File: config.mk
export PLATFORM = sky130hd
export DESIGN_NAME = alu_mc
export DESIGN_NICKNAME = d
export VERILOG_FILES = /design/src/rtl/alu_mc.sv
export SDC_FILE = /design/constraint.sdc
export NUM_CORES = 1
export LEC_CHECK = 0
export BUFFER_PORTS_ARGS = -buffer_cell sky130_fd_sc_hd__buf_2
export CORE_UTILIZATION = 52
export DETAILED_ROUTE_END_ITERATION = 8
export GPL_TIMING_DRIVEN = 0
export PLACE_DENSITY = 0.73
export SLEW_MARGIN = 40
export SYNTH_ARGS = -nofsm -noshare
export SYNTH_HDL_FRONTEND = slang
export SYNTH_SLANG_ARGS = --single-unit
File: constraint.sdc
create_clock -name clock -period 2 [get_ports clock]
set_input_delay 0.2 -clock clock [delete_from_list [all_inputs] [get_ports clock]]
set_output_delay 0.2 -clock clock [all_outputs]
set_load 0.005 [all_outputs]
File: src/rtl/alu_mc.sv
// Handshaked multi-cycle ALU: single-cycle logic ops, W-cycle shift-add multiply.
// Optional zero/high-half flags are compiled in with `define ALU_MC_FLAGS_EN.
module alu_mc #(
  parameter int W = 4
) (
  input  logic           clock,
  input  logic           reset_n,
  input  logic           in_valid,
  output logic           in_ready,
  input  logic [W-1:0]   a,
  input  logic [W-1:0]   b,
  input  logic [2:0]     s,
  output logic           out_valid,
  input  logic           out_ready,
  output logic [2*W-1:0] o
`ifdef ALU_MC_FLAGS_EN
  ,
  output logic           zf,
  output logic           hf
`endif
);

  localparam int CW = $clog2(W + 1);

  typedef enum logic [1:0] {IDLE, MUL, DONE} state_e;

  state_e           state_q;
  logic [2*W-1:0]   o_q;
  logic [2*W-1:0]   mcand_q;
  logic [2*W-1:0]   acc_q;
  logic [W-1:0]     mplier_q;
  logic [CW-1:0]    cnt_q;

  logic [2*W-1:0]   alu_d;
  logic [2*W-1:0]   acc_d;
  logic [2*W-1:0]   o_d;
  logic             o_load;

  // Single-cycle result; bit W of the (W+1)-bit difference is the borrow.
  always_comb begin
    alu_d = '0;
    case (s)
      3'b000:  alu_d[W:0]   = {1'b0, a} + {1'b0, b};
      3'b010:  alu_d[W:0]   = {1'b0, a} - {1'b0, b};
      3'b011:  alu_d[0]     = (a != b);
      3'b100:  alu_d[W-1:0] = a & b;
      3'b101:  alu_d[W-1:0] = a | b;
      3'b110:  alu_d[W-1:0] = a ^ b;
      3'b111:  alu_d[W-1:0] = ~a;
      default: alu_d        = '0;
    endcase
  end

  always_comb begin
    acc_d  = acc_q + (mplier_q[0] ? mcand_q : '0);
    o_load = 1'b0;
    o_d    = alu_d;
    if (state_q == IDLE) begin
      o_load = in_valid && (s != 3'b001);
    end else if (state_q == MUL) begin
      o_load = (cnt_q == CW'(1));
      o_d    = acc_d;
    end
  end

  always_ff @(posedge clock) begin
    if (!reset_n) begin
      state_q  <= IDLE;
      o_q      <= '0;
      mcand_q  <= '0;
      mplier_q <= '0;
      acc_q    <= '0;
      cnt_q    <= '0;
`ifdef ALU_MC_FLAGS_EN
      zf       <= 1'b1;
      hf       <= 1'b0;
`endif
    end else begin
      if (o_load) begin
        o_q <= o_d;
`ifdef ALU_MC_FLAGS_EN
        zf  <= (o_d == '0);
        hf  <= (o_d[2*W-1:W] != '0);
`endif
      end
      case (state_q)
        IDLE: begin
          if (in_valid) begin
            if (s == 3'b001) begin
              mcand_q  <= {{W{1'b0}}, a};
              mplier_q <= b;
              acc_q    <= '0;
              cnt_q    <= CW'(W);
              state_q  <= MUL;
            end else begin
              state_q  <= DONE;
            end
          end
        end
        MUL: begin
          // Fixed W iterations regardless of operand values.
          acc_q    <= acc_d;
          mcand_q  <= mcand_q << 1;
          mplier_q <= mplier_q >> 1;
          cnt_q    <= cnt_q - CW'(1);
          if (cnt_q == CW'(1)) begin
            state_q <= DONE;
          end
        end
        DONE: begin
          if (out_ready) begin
            state_q <= IDLE;
          end
        end
        default: state_q <= IDLE;
      endcase
    end
  end

  assign in_ready  = (state_q == IDLE);
  assign out_valid = (state_q == DONE);
  assign o         = o_q;

endmodule

Word level (Yosys, flattened, before mapping):

Cells that the tools add are included.

* word-level logic and storage cells: 61
* memories: 0
* bits in latches: 0
* register bits: 33
* bits of input ports: 15
* bits in writable memories: 0
* output and inout bits: 10
* ROM bits: 0

* equality and inequality tests: 16
* bitwise logic cells: 4
* multiply operators: 0
* $add $sub $neg: 4
* order comparisons: 0
* divide/modulo/power cells: 0
* reduce and logical (&&, ||, !) cells: 6
* muxes and demuxes: 25
* shift-type cells: 0

Operators by type and width (count)
* 8-bit two-way mux: 7
* 8-bit case mux with 2 select lines: 2
* 3-bit case mux with 6 select lines: 1
* 3-bit == test, second input constant: 4
* 8-bit adder: 1
* 2-bit two-way mux: 4
* 4-bit two-way mux: 2
* 4-bit case mux with 2 select lines: 1
* 1-bit case mux with 7 select lines: 1
* 3-bit by 1-bit == test with 1-bit output, second input constant: 2
* 3-bit by 2-bit == test with 1-bit output, second input constant: 2
* 3-bit two-way mux: 2
* 2-bit by 1-bit != test with 1-bit output, second input constant: 3
* 2-bit case mux with 3 select lines: 1
* 3-bit case mux with 2 select lines: 1
* 3-bit AND reduction: 2
* 4-bit by 4-bit adder with 5-bit output: 1
* 4-bit by 4-bit subtractor with 5-bit output: 1
* 4-bit bitwise AND: 1
* 4-bit != test: 1
* 4-bit NOT: 1
* 4-bit bitwise OR: 1
* 4-bit XOR: 1
* 3-bit logical NOT: 1
* 10 further kinds: 11

Logic depth before layout (Yosys ltp):

Gate-level depths: netlist of run 1.

* depth after elaboration: 4
* gate-level depth with buffers: 8
* mapped depth without buffers: 8

Least setup slack after synthesis of run 1:

Ideal clock, no wire load.

* path kind: reg2reg
* start point: register mplier_q[0]
* end point: register o_q[4], in the netlist o[4]
* cell stages (with the launch flop): 9
* setup slack: -0.011 ns
* arrival: 1.891 ns
* data required time: 1.880 ns
* clock period less this slack: 2.011 ns
* buffers on the path: 0
* library setup time: 0.120 ns
* path through: dfxtp_1 -> and2_1 -> ha_1 -> fa_1 -> a211oi_1 -> nor2_1 -> xor2_1 -> a221oi_2 -> nor2_1

* word-level cells in the longest chain between the ends: 4

RTL lines
* start, declared: RTL line 31 `logic [W-1:0] mplier_q;`
* start signal, assigned: RTL line 104 `mplier_q <= mplier_q >> 1;`
* 8-bit two-way mux: RTL line 55 `acc_d = acc_q + (mplier_q[0] ? mcand_q : '0);`
* 8-bit adder: RTL line 55
* 8-bit two-way mux: RTL line 60 `end else if (state_q == MUL) begin`
* 8-bit two-way mux: RTL line 58 `if (state_q == IDLE) begin`
* end signal, assigned: RTL line 69 `o_q <= '0;`
* end signal, assigned: RTL line 80 `o_q <= o_d;`
* end, declared: RTL line 28 `logic [2*W-1:0] o_q;`

Every way passes these cells.
A chain may end at the register's enable or synchronous reset.

Final worst setup path of run 1:

Ends and elaborated chain as after synthesis.

==> results of run 1 <==
[synthesized netlist by cell type, drive strengths merged, types with 2 or more instances]
master / instances / area [µm²]
a211oi: 8 / 90.08
and2: 8 / 50.05
fa: 3 / 60.06
o211ai: 3 / 22.52
a21oi: 13 / 68.82
a31oi: 2 / 12.51
ha: 21 / 262.8
mux2i: 3 / 30.03
nand2b: 4 / 25.02
a221oi: 2 / 23.77
a22oi: 7 / 52.55
buf: 9 / 65.06
nand3: 8 / 40.04
dfxtp: 33 / 660.6
a21boi: 4 / 30.03
o21ai: 22 / 121.4
o311a: 3 / 30.03
clkbuf: 5 / 18.77
inv: 15 / 56.30
nand2: 17 / 63.81
xnor2: 2 / 17.52
nor2b: 16 / 100.1
xor2: 8 / 70.07
nor3b: 7 / 63.81
o21bai: 4 / 30.03
a32oi: 3 / 26.28
nor2: 29 / 108.9
nand3b: 2 / 15.01
[cells by family after synthesis]
| kind of cell | synth area share, % |
|---|---|
| mux | 2.847 |
| flops | 27.83 |
| compound gates | 23.93 |
| fa+ha+maj | 13.60 |
| buf+inv | 5.904 |
| xor+xnor | 3.690 |
| simple gates | 22.19 |
[metrics by stage]
step / cell area (µm²) / hold WS [ns]
after detailed placement: 2554 / 0.4648
after global routing: 2759 / 0.2630
after floorplan: 2379 / 0.3891
after global placement: 2554 / 0.4550
after CTS: 2696 / 0.2470
final: 2759 / 0.2566
[state kept, by name, indices dropped and copies added (netlist names)]
| signal | flops |
|---|---|
| mplier_q | 4 |
| cnt_q | 3 |
| mcand_q | 8 |
| acc_q | 8 |
| o | 8 |
| state_q | 2 |
[metal layers]
| metal | vias to the layer above | wire, µm | track usage [%] |
|---|---|---|---|
| met2 | 46 | 2574 | 38.30 |
| met5 | - | 0 | 0 |
| li1 | 1047 | - | - |
| met4 | 0 | 59 | 7.029 |
| met3 | 6 | 211 | 4.797 |
| met1 | 980 | 2691 | 34.41 |
[path summary, 6_finish.rpt]
check	slack [ns]	startpoint	endpoint
worst max-delay path	0.003	mplier_q[0]	o[4]
worst min-delay path	0.26	b[3]	mplier_q[3]
worst max register to register	0.003	mplier_q[0]	o[4]
worst min register to register	0.46	o[6]	o[6]
[power by group through the flow]
| stage | sequential (µW) | clock, µW | combinational (µW) |
|---|---|---|---|
| after floorplan | 704 | 0 | 198 |
| after global placement | 706 | 0 | 278 |
| after detailed placement | 707 | 0 | 281 |
| after CTS | 691 | 658 | 286 |
| after global routing | 693 | 688 | 325 |
| final | 691 | 645 | 290 |
[worst max-delay path: stages (launching register included)]
cell and delay, ns:
dfxtp_4 0.35, and2_4 0.16, ha_4 0.16, fa_2 0.35, a211oi_2 0.26, nor2_1 0.10, xor2_2 0.18, a221oi_2 0.27
nor2_1 0.06
[area by class of cell]
type                            instances  area [µm²]
Multi-Input combinational cell        215        1633
Fill cell                             393        1625
Sequential cell                        33       664.4
Timing Repair Buffer                   26       140.1
Clock buffer                            7       86.33
Buffer                                 14       83.83
Tap cell                               52       65.06
Inverter                               15       56.30
Clock inverter                          1       30.03
[timing repair]
action / CTS / global route
gates resized for setup: 5 / 12
buffers inserted: 2 / 2
pin swaps: 8 / 8
setup endpoints to repair: 7 / 10
==> flow_metrics.env, run 1 <==
export IMPL_status="finished, final reports clean"
export IMPL_fp_dieH_um=69.56
export IMPL_maxCapViolCount=0
export IMPL_cts_tree="done"
export IMPL_setup_violations=0
export IMPL_core_area_mm2=0.004384
export IMPL_routed_via_density=5.727
export IMPL_io_pin_count=25
export IMPL_tns_ns=0
export IMPL_critPathArrivalTime_ns=2.18
export IMPL_final_util_pct=62.93
export IMPL_wire_per_inst_um=15.25
export IMPL_start_kind="flip-flop"
export IMPL_period_needed_ns=1.997
export IMPL_skew_ns=0.006502
export IMPL_worst_setup_path_type="flip-flop to flip-flop"
export IMPL_combPwrFrac_pct=17.8
export IMPL_power_uw=1626
export IMPL_whs_path_depth=3
export IMPL_ys_warnings_count=0
export IMPL_switching_share_pct=25.72
export IMPL_switchingPower_uw=418.1
export IMPL_stdcell_count=363
export IMPL_synth_nets=316
export IMPL_cts_max_level=2
export IMPL_antenna_found_initial=0
export IMPL_hold_viol_final=0
export IMPL_power_internal_uw=1208
export IMPL_drive_above_1_share_pct=21.22
export IMPL_clkSinkCount=33
export IMPL_grt_ovfl_total=0
export IMPL_die_x_um=69.56
export IMPL_drt_iter0_drc=115
export IMPL_synth_cell_types=53
export IMPL_endpoint_kind="flip-flop"
export IMPL_first_pass_iters=4
export IMPL_die_area_mm2=0.004839
export IMPL_rsz0062_at_grt="true"
export IMPL_hp_class="input port to flip-flop"
export IMPL_clk_pin_slew_worst_paths_ns=0.07
export IMPL_p_clk_share_pct=39.7
export IMPL_hpwl_mm=4.130
export IMPL_layout_common_cells="dfxtp_1, nor2_1, buf_2"
export IMPL_gp_congestion=0.8343
export IMPL_worstMarginPinSlew_ns=0.6527
export IMPL_grt_start_max_net_pins=11
export IMPL_ir_drop_uv=443.5
export IMPL_routed_wirelength_mm=5.537
export IMPL_reg2reg_depth=8
export IMPL_syn_area_per_cell_um2=8.569
export IMPL_syn_to_final_growth_pct=16.24
export IMPL_insertion_delay_ns=0.29
export IMPL_synth_edf_count=0
export IMPL_fp_row_count=24
export IMPL_path_max_fanout=3
export IMPL_cts_hold_fix_buffers=0
export IMPL_leakage_uw=0.001156
export IMPL_syn_cell_area_mm2=0.002374
export IMPL_period_share_pct=99.86
export IMPL_ctsLongestPathBuffers=2
export IMPL_initial_core_util_pct=54.14
export IMPL_slew_viol_final=0
export IMPL_slew_headroom_pct=56.33
export IMPL_first_global_vias=1978
export IMPL_num_vias=2079
export IMPL_root_buffer="clkbuf_8"
export IMPL_numCtsBuffers=5
export IMPL_ys_ff_latch=33
export IMPL_layout_setup_ws_ns=0.002880
export IMPL_synth_main_ff_cell="dfxtp_1"
export IMPL_crit_required_ns=2.18
export IMPL_dp_slack_ns=-0.1538
export IMPL_synthArstFlopShare_pct=0
export IMPL_final_common_cell="dfxtp_1"
export IMPL_grt_usage_pct=24.53
export IMPL_netlist_instances=277
export IMPL_n_antenna_cell=0
export IMPL_dp_cells=351
export IMPL_seqPwrFrac_pct=42.5
export IMPL_ys_seq_area_share_pct=27.83
export IMPL_ant_nets=0
export IMPL_drc=0
export IMPL_io_buffers=22
export IMPL_fmax_ghz=0.5007
export IMPL_fin_nets=349
export IMPL_p_per_area_mw_per_mm2=589.3
export IMPL_grt_pass1_wl_mm=9.349
(Power assumes the default switching activity.)
==> run 2, diff against run 1 <==
--- a/config.mk
+++ b/config.mk
@@ -6,10 +6,10 @@
 export NUM_CORES = 1
 export LEC_CHECK = 0
 export BUFFER_PORTS_ARGS = -buffer_cell sky130_fd_sc_hd__buf_2
-export CORE_UTILIZATION = 52
+export CORE_UTILIZATION = 53
 export DETAILED_ROUTE_END_ITERATION = 8
 export GPL_TIMING_DRIVEN = 0
-export PLACE_DENSITY = 0.73
+export PLACE_DENSITY = 0.74
 export SLEW_MARGIN = 40
 export SYNTH_ARGS = -nofsm -noshare
 export SYNTH_HDL_FRONTEND = slang
==> run 2 against run 1 <==
Effect of this change: worst setup slack improved by 0.029 ns; combinational power barely moved; clock skew fell by 0.0019 ns; non-clock buffer count fell by 2; clock-buffer cell count fell by 2; clock power fell by 28%; utilization rose by 1.5 points; total power fell by 11%; cell count fell by 1.7%.
==> flow_metrics.env, run 2 (synthesized netlist as in run 1, its figures left out) <==
export IMPL_grt_usage_pct=25.75
export IMPL_insertion_delay_ns=0.29
export IMPL_first_pass_iters=4
export IMPL_whs_path_depth=3
export IMPL_worstHoldStart="b[3]"
export IMPL_drc=0
export IMPL_fp_row_count=23
export IMPL_clkSinkCount=33
export IMPL_n_antenna_cell=0
export IMPL_fp_dieH_um=68.92
export IMPL_numCtsBuffers=5
export IMPL_crit_required_ns=2.18
export IMPL_drt_iter0_drc=138
export IMPL_hold_viol_final=0
export IMPL_start_kind="flip-flop"
export IMPL_routed_via_density=5.804
export IMPL_core_area_mm2=0.004144
export IMPL_syn_to_final_growth_pct=12.44
export IMPL_period_share_pct=98.41
export IMPL_clk_pin_slew_worst_paths_ns=0.07
export IMPL_ctsLongestPathBuffers=2
export IMPL_path_max_fanout=4
export IMPL_r2r_slack_ns=0.03
export IMPL_ir_drop_uv=277.1
export IMPL_r2r_start="mplier_q[0]"
export IMPL_hpwl_mm=4.168
export IMPL_final_area_mm2=0.002669
export IMPL_gp_congestion=0.9167
export IMPL_ant_nets=0
export IMPL_first_global_vias=1888
export IMPL_p_per_area_mw_per_mm2=541.9
export IMPL_hp_class="input port to flip-flop"
export IMPL_io_buffers=22
export IMPL_min_to="mplier_q[3]"
export IMPL_initial_core_util_pct=57.28
export IMPL_final_common_cell="dfxtp_1"
export IMPL_grt_ovfl_total=0
export IMPL_antenna_found_initial=0
export IMPL_io_pin_count=25
export IMPL_power_uw=1446
export IMPL_grt_start_max_net_pins=11
export IMPL_r2r_end="o[4]"
export IMPL_critPathArrivalTime_ns=2.15
export IMPL_layout_common_cells="dfxtp_1, nor2_1, buf_2"
export IMPL_cts_tree="done"
export IMPL_hold_ws_ns=0.2684
export IMPL_placed_cell_area_mm2=0.002551
export IMPL_fin_nets=347
export IMPL_rsz0062_at_grt="true"
export IMPL_slew_headroom_pct=59.89
export IMPL_reg2reg_depth=8
export IMPL_skew_ns=0.004552
export IMPL_leakage_uw=0.001130
export IMPL_tns_ns=0
export IMPL_final_util_pct=64.40
export IMPL_cts_max_level=2
export IMPL_slew_viol_final=0
export IMPL_routed_wirelength_mm=5.429
export IMPL_worstMarginPinSlew_ns=0.5995
export IMPL_worst_setup_path_type="flip-flop to flip-flop"
export IMPL_drive_above_1_share_pct=19.22
export IMPL_wire_per_inst_um=15.21
export IMPL_period_needed_ns=1.968
export IMPL_maxCapViolCount=0
export IMPL_endpoint_kind="flip-flop"
export IMPL_nFillCells=377
export IMPL_root_buffer="clkbuf_8"
export IMPL_status="finished, final reports clean"
export IMPL_setup_violations=0
export IMPL_die_area_mm2=0.004750
export IMPL_fmax_ghz=0.5081
export IMPL_grt_pass1_wl_mm=8.845
export IMPL_num_vias=2072
export IMPL_die_x_um=68.92
==> run 2: power breakdown <==
part	switching, µW	internal [µW]	total, µW	leakage, µW
Sequential	13.4	677	691	0.000268
Combinational	167	125	292	0.000822
Clock	235	229	463	0.0000399
==> run 2: repair_timing <==
item,CTS,global route
setup buffers,2,0
hold buffers,0,0
pin swaps,8,7
endpoints found under the setup margin,8,8
resized for setup,5,5
==> run 2: worst max-delay path by stage <==
stage	start	end	slack [ns]	depth (start not counted)
2_1_floorplan	mplier_q[0]	o[4]	0.04	8
3_3_place_gp	mplier_q[0]	o[4]	-0.16	8
3_5_place_dp	mplier_q[0]	o[4]	-0.15	8
4_1_cts	mplier_q[0]	acc_q[6]	0.003	8
5_1_grt	mplier_q[0]	o[6]	-0.06	8
6_report	mplier_q[0]	o[4]	0.03	8
==> run 2: critical path, stage by stage, from the launching register on <==
cell and delay (ns):
dfxtp_4 0.35, and2_4 0.16, ha_4 0.16, fa_2 0.37, a211oi_4 0.25, nor2_1 0.08, xor2_1 0.18, a221oi_2 0.27
nor2_1 0.06
==> run 2: through the flow <==
stage | cells | setup slack [ns]
detailed placement | 349 | -0.1528
global placement | 349 | -0.1561
finish | 357 | 0.03173
global route | 357 | -0.05862
CTS | 357 | 0.002730
floorplan | 277 | 0.03634
==> run 2: area by class of cell <==
type                            instances  area, µm²  area share (%)
Clock buffer                            5      68.82           2.579
Inverter                               15      56.30           2.110
Clock inverter                          1      5.005          0.1875
Sequential cell                        33      664.4           24.89
Multi-Input combinational cell        215       1603           60.06
Tap cell                               50      62.56           2.344
Buffer                                 14      83.83           3.141
Timing Repair Buffer                   24      125.1           4.688
==> run 2: layer usage <==
layer  part of all wire, %  track usage, %  wire, µm  vias up
met5                     0               0         0        -
met4                   2.0           8.418       111        0
met3                   3.3           5.757       181       13
met2                    45           42.96      2443       45
met1                    50           32.51      2692      976
li1                      -               -         -     1038
==> run 3, diff against run 2 <==
==> config.mk (replaced) <==
export PLATFORM = sky130hd
export DESIGN_NAME = alu_mc
export DESIGN_NICKNAME = d
export VERILOG_FILES = /design/src/rtl/alu_mc.sv
export SDC_FILE = /design/constraint.sdc
export NUM_CORES = 1
export LEC_CHECK = 0
export CORE_UTILIZATION = 65
export DETAILED_ROUTE_END_ITERATION = 8
export DONT_BUFFER_PORTS = 1
export GPL_TIMING_DRIVEN = 0
export PLACE_DENSITY = 0.79
export SLEW_MARGIN = 40
export SYNTH_ARGS = -nofsm -noshare
export SYNTH_HDL_FRONTEND = slang
export SYNTH_SLANG_ARGS = --single-unit
==> constraint.sdc (replaced) <==
create_clock -name clock -period 2.3 [get_ports clock]
set_input_delay 0.23 -clock clock [delete_from_list [all_inputs] [get_ports clock]]
set_output_delay 0.23 -clock clock [all_outputs]
set_load 0.005 [all_outputs]
==> run 3 against run 2 <==
Effect of this change: utilization up 8.7 points; highest routed layer unchanged; design area down 6.5%; total power down 21%; sequential power down 13%; clock-buffer cell count up 1; maximum frequency down 9.5%.
==> flow_metrics.env, run 3 (synthesized netlist as in run 1, its figures left out) <==
export IMPL_status="finished, final reports clean"
export IMPL_cp_slowest_stage_delay_ns=0.38
export IMPL_r2r_start="mplier_q[0]"
export IMPL_post_cts_buffers=0
export IMPL_tns_ns=0
export IMPL_worst_setup_path_type="flip-flop to flip-flop"
export IMPL_ctsLongestPathBuffers=2
export IMPL_startpoint="mplier_q[0]"
export IMPL_first_global_vias=1907
export IMPL_maxCapViolCount=0
export IMPL_path_max_fanout=9
export IMPL_n_antenna_cell=0
export IMPL_r2r_end="o[4]"
export IMPL_fmax_ghz=0.4596
export IMPL_fp_row_count=21
export IMPL_fin_nets=323
export IMPL_worst_path_stages=8
export IMPL_initial_core_util_pct=69.49
export IMPL_worstSetupEndpoint="o[4]"
export IMPL_insertion_delay_ns=0.34
export IMPL_switchingPower_uw=338.3
export IMPL_crit_buf_inv=0
export IMPL_num_vias=1962
export IMPL_cp_common_cell="nor2_1"
export IMPL_cts_max_level=2
export IMPL_layout_setup_ws_ns=0.1240
export IMPL_hold_viol_final=0
export IMPL_final_common_cell="dfxtp_1"
export IMPL_antenna_found_initial=0
export IMPL_period_needed_ns=2.176
export IMPL_rsz0062_at_grt="false"
export IMPL_skew_ns=0.006145
export IMPL_wire_per_inst_um=15.29
export IMPL_layout_common_cells="dfxtp_1, nor2_1, o21ai_0, ha_1, nand2_1"
export IMPL_die_area_mm2=0.003898
export IMPL_seqPwrFrac_pct=53.0
export IMPL_core_area_mm2=0.003416
export IMPL_gp_congestion=0.9391
export IMPL_ir_drop_uv=345.6
export IMPL_leakage_uw=0.001014
export IMPL_die_x_um=62.43
export IMPL_routed_wirelength_mm=5.060
export IMPL_setup_violations=0
export IMPL_root_buffer="clkbuf_4"
export IMPL_dp_slack_ns=0.03941
export IMPL_drive_above_1_share_pct=12.28
export IMPL_routed_via_density=5.927
export IMPL_hp_class="input port to flip-flop"
export IMPL_r2r_slack_ns=0.12
export IMPL_cts_tree="done"
export IMPL_critPathArrivalTime_ns=2.41
export IMPL_fp_dieH_um=62.43
export IMPL_endpoint_kind="flip-flop"
export IMPL_drc=0
export IMPL_hpwl_mm=3.908
export IMPL_io_buffers=0
export IMPL_period_share_pct=94.61
export IMPL_syn_to_final_growth_pct=5.166
export IMPL_grt_ovfl_total=0
export IMPL_cts_hold_fix_buffers=0
export IMPL_slew_headroom_pct=57.82
export IMPL_slew_viol_final=0
export IMPL_first_pass_iters=4
export IMPL_grt_pass1_wl_mm=8.949
export IMPL_numCtsBuffers=5
export IMPL_path_delay_family="adder cells"
export IMPL_worstMarginPinSlew_ns=0.6304
export IMPL_grt_usage_pct=29.80
export IMPL_switching_share_pct=29.77
export IMPL_combPwrFrac_pct=19.0
export IMPL_start_kind="flip-flop"
export IMPL_clkSinkCount=33
export IMPL_drt_iter0_drc=108
export IMPL_crit_required_ns=2.54
export IMPL_clk_pin_slew_worst_paths_ns=0.10
export IMPL_cp_slowest_cell="dfxtp_2"
export IMPL_p_clk_share_pct=28.0
export IMPL_crit_chain="and2_1 > ha_1 > fa_2 > a211oi_2 > nor2_1 > xor2_1 > a221oi_2 > nor2_1"
export IMPL_p_per_area_mw_per_mm2=455.3
export IMPL_ant_nets=0
export IMPL_io_pin_count=25
export IMPL_reg2reg_depth=8
export IMPL_power_internal_uw=798.2
export IMPL_grt_start_max_net_pins=11
-- run 3: cell count changes in the layout (fill, tap and decap cells not counted), moves of 2 or more --
cell      delta
buf_4        -2
o21ai_0      +3
o21ai_1      -3
buf_2       -22
clkbuf_8     -5
clkbuf_4     +5
a211oi_2     +2
-- run 3: how the worst min path moves through the flow --
stage | slack (ns) | endpoint | from | cells past startpoint
2_1_floorplan | 0.42 | mplier_q[3] | b[3] | 2
3_3_place_gp | 0.44 | mplier_q[3] | b[3] | 2
3_5_place_dp | 0.44 | mplier_q[3] | b[3] | 2
4_1_cts | 0.08 | mcand_q[0] | a[0] | 2
5_1_grt | 0.11 | mcand_q[0] | a[0] | 2
6_report | 0.09 | mcand_q[0] | a[0] | 2
-- run 3: power groups by stage --
stage | combinational [µW] | sequential, µW | clock, µW
after floorplan | 172 | 612 | 0
after global placement | 212 | 615 | 0
after detailed placement | 213 | 616 | 0
after CTS | 214 | 603 | 329
after global routing | 241 | 606 | 354
final | 216 | 603 | 318
-- run 3: final cells by class --
| type | count | area (µm²) |
|---|---|---|
| Sequential cell | 33 | 661.9 |
| Multi-Input combinational cell | 215 | 1585 |
| Inverter | 15 | 56.30 |
| Tap cell | 46 | 57.56 |
| Buffer | 14 | 83.83 |
| Clock buffer | 6 | 41.29 |
| Clock inverter | 2 | 10.01 |
| Fill cell | 276 | 919.6 |
-- run 3: through the flow --
| stage | utilization, % | area, µm² | power [µW] | hold slack, ns | instances |
|---|---|---|---|---|---|
| 4_1_cts | 72.82 | 2487 | 1146 | 0.08402 | 331 |
| 3_5_place_dp | 71.17 | 2431 | 828.5 | 0.4380 | 323 |
| 5_1_grt | 73.08 | 2496 | 1202 | 0.1069 | 331 |
| 6_report | 73.08 | 2496 | 1137 | 0.09117 | 331 |
| 3_3_place_gp | 71.17 | 2431 | 827.6 | 0.4405 | 323 |
| 2_1_floorplan | - | 2374 | 784.6 | 0.4191 | 277 |
-- run 3: repair_timing --
action	4_1_cts	5_1_grt
setup endpoints to repair	1	9
pin swaps	0	3
resized for setup	1	3
-- run 3: per-layer routing --
layer | up-vias | GRT usage, % | wire length (µm)
met5 | - | 0 | 0
met3 | 7 | 8.394 | 356
li1 | 997 | - | -
met2 | 53 | 46.60 | 2228
met4 | 0 | 9.012 | 80
met1 | 905 | 39.79 | 2395
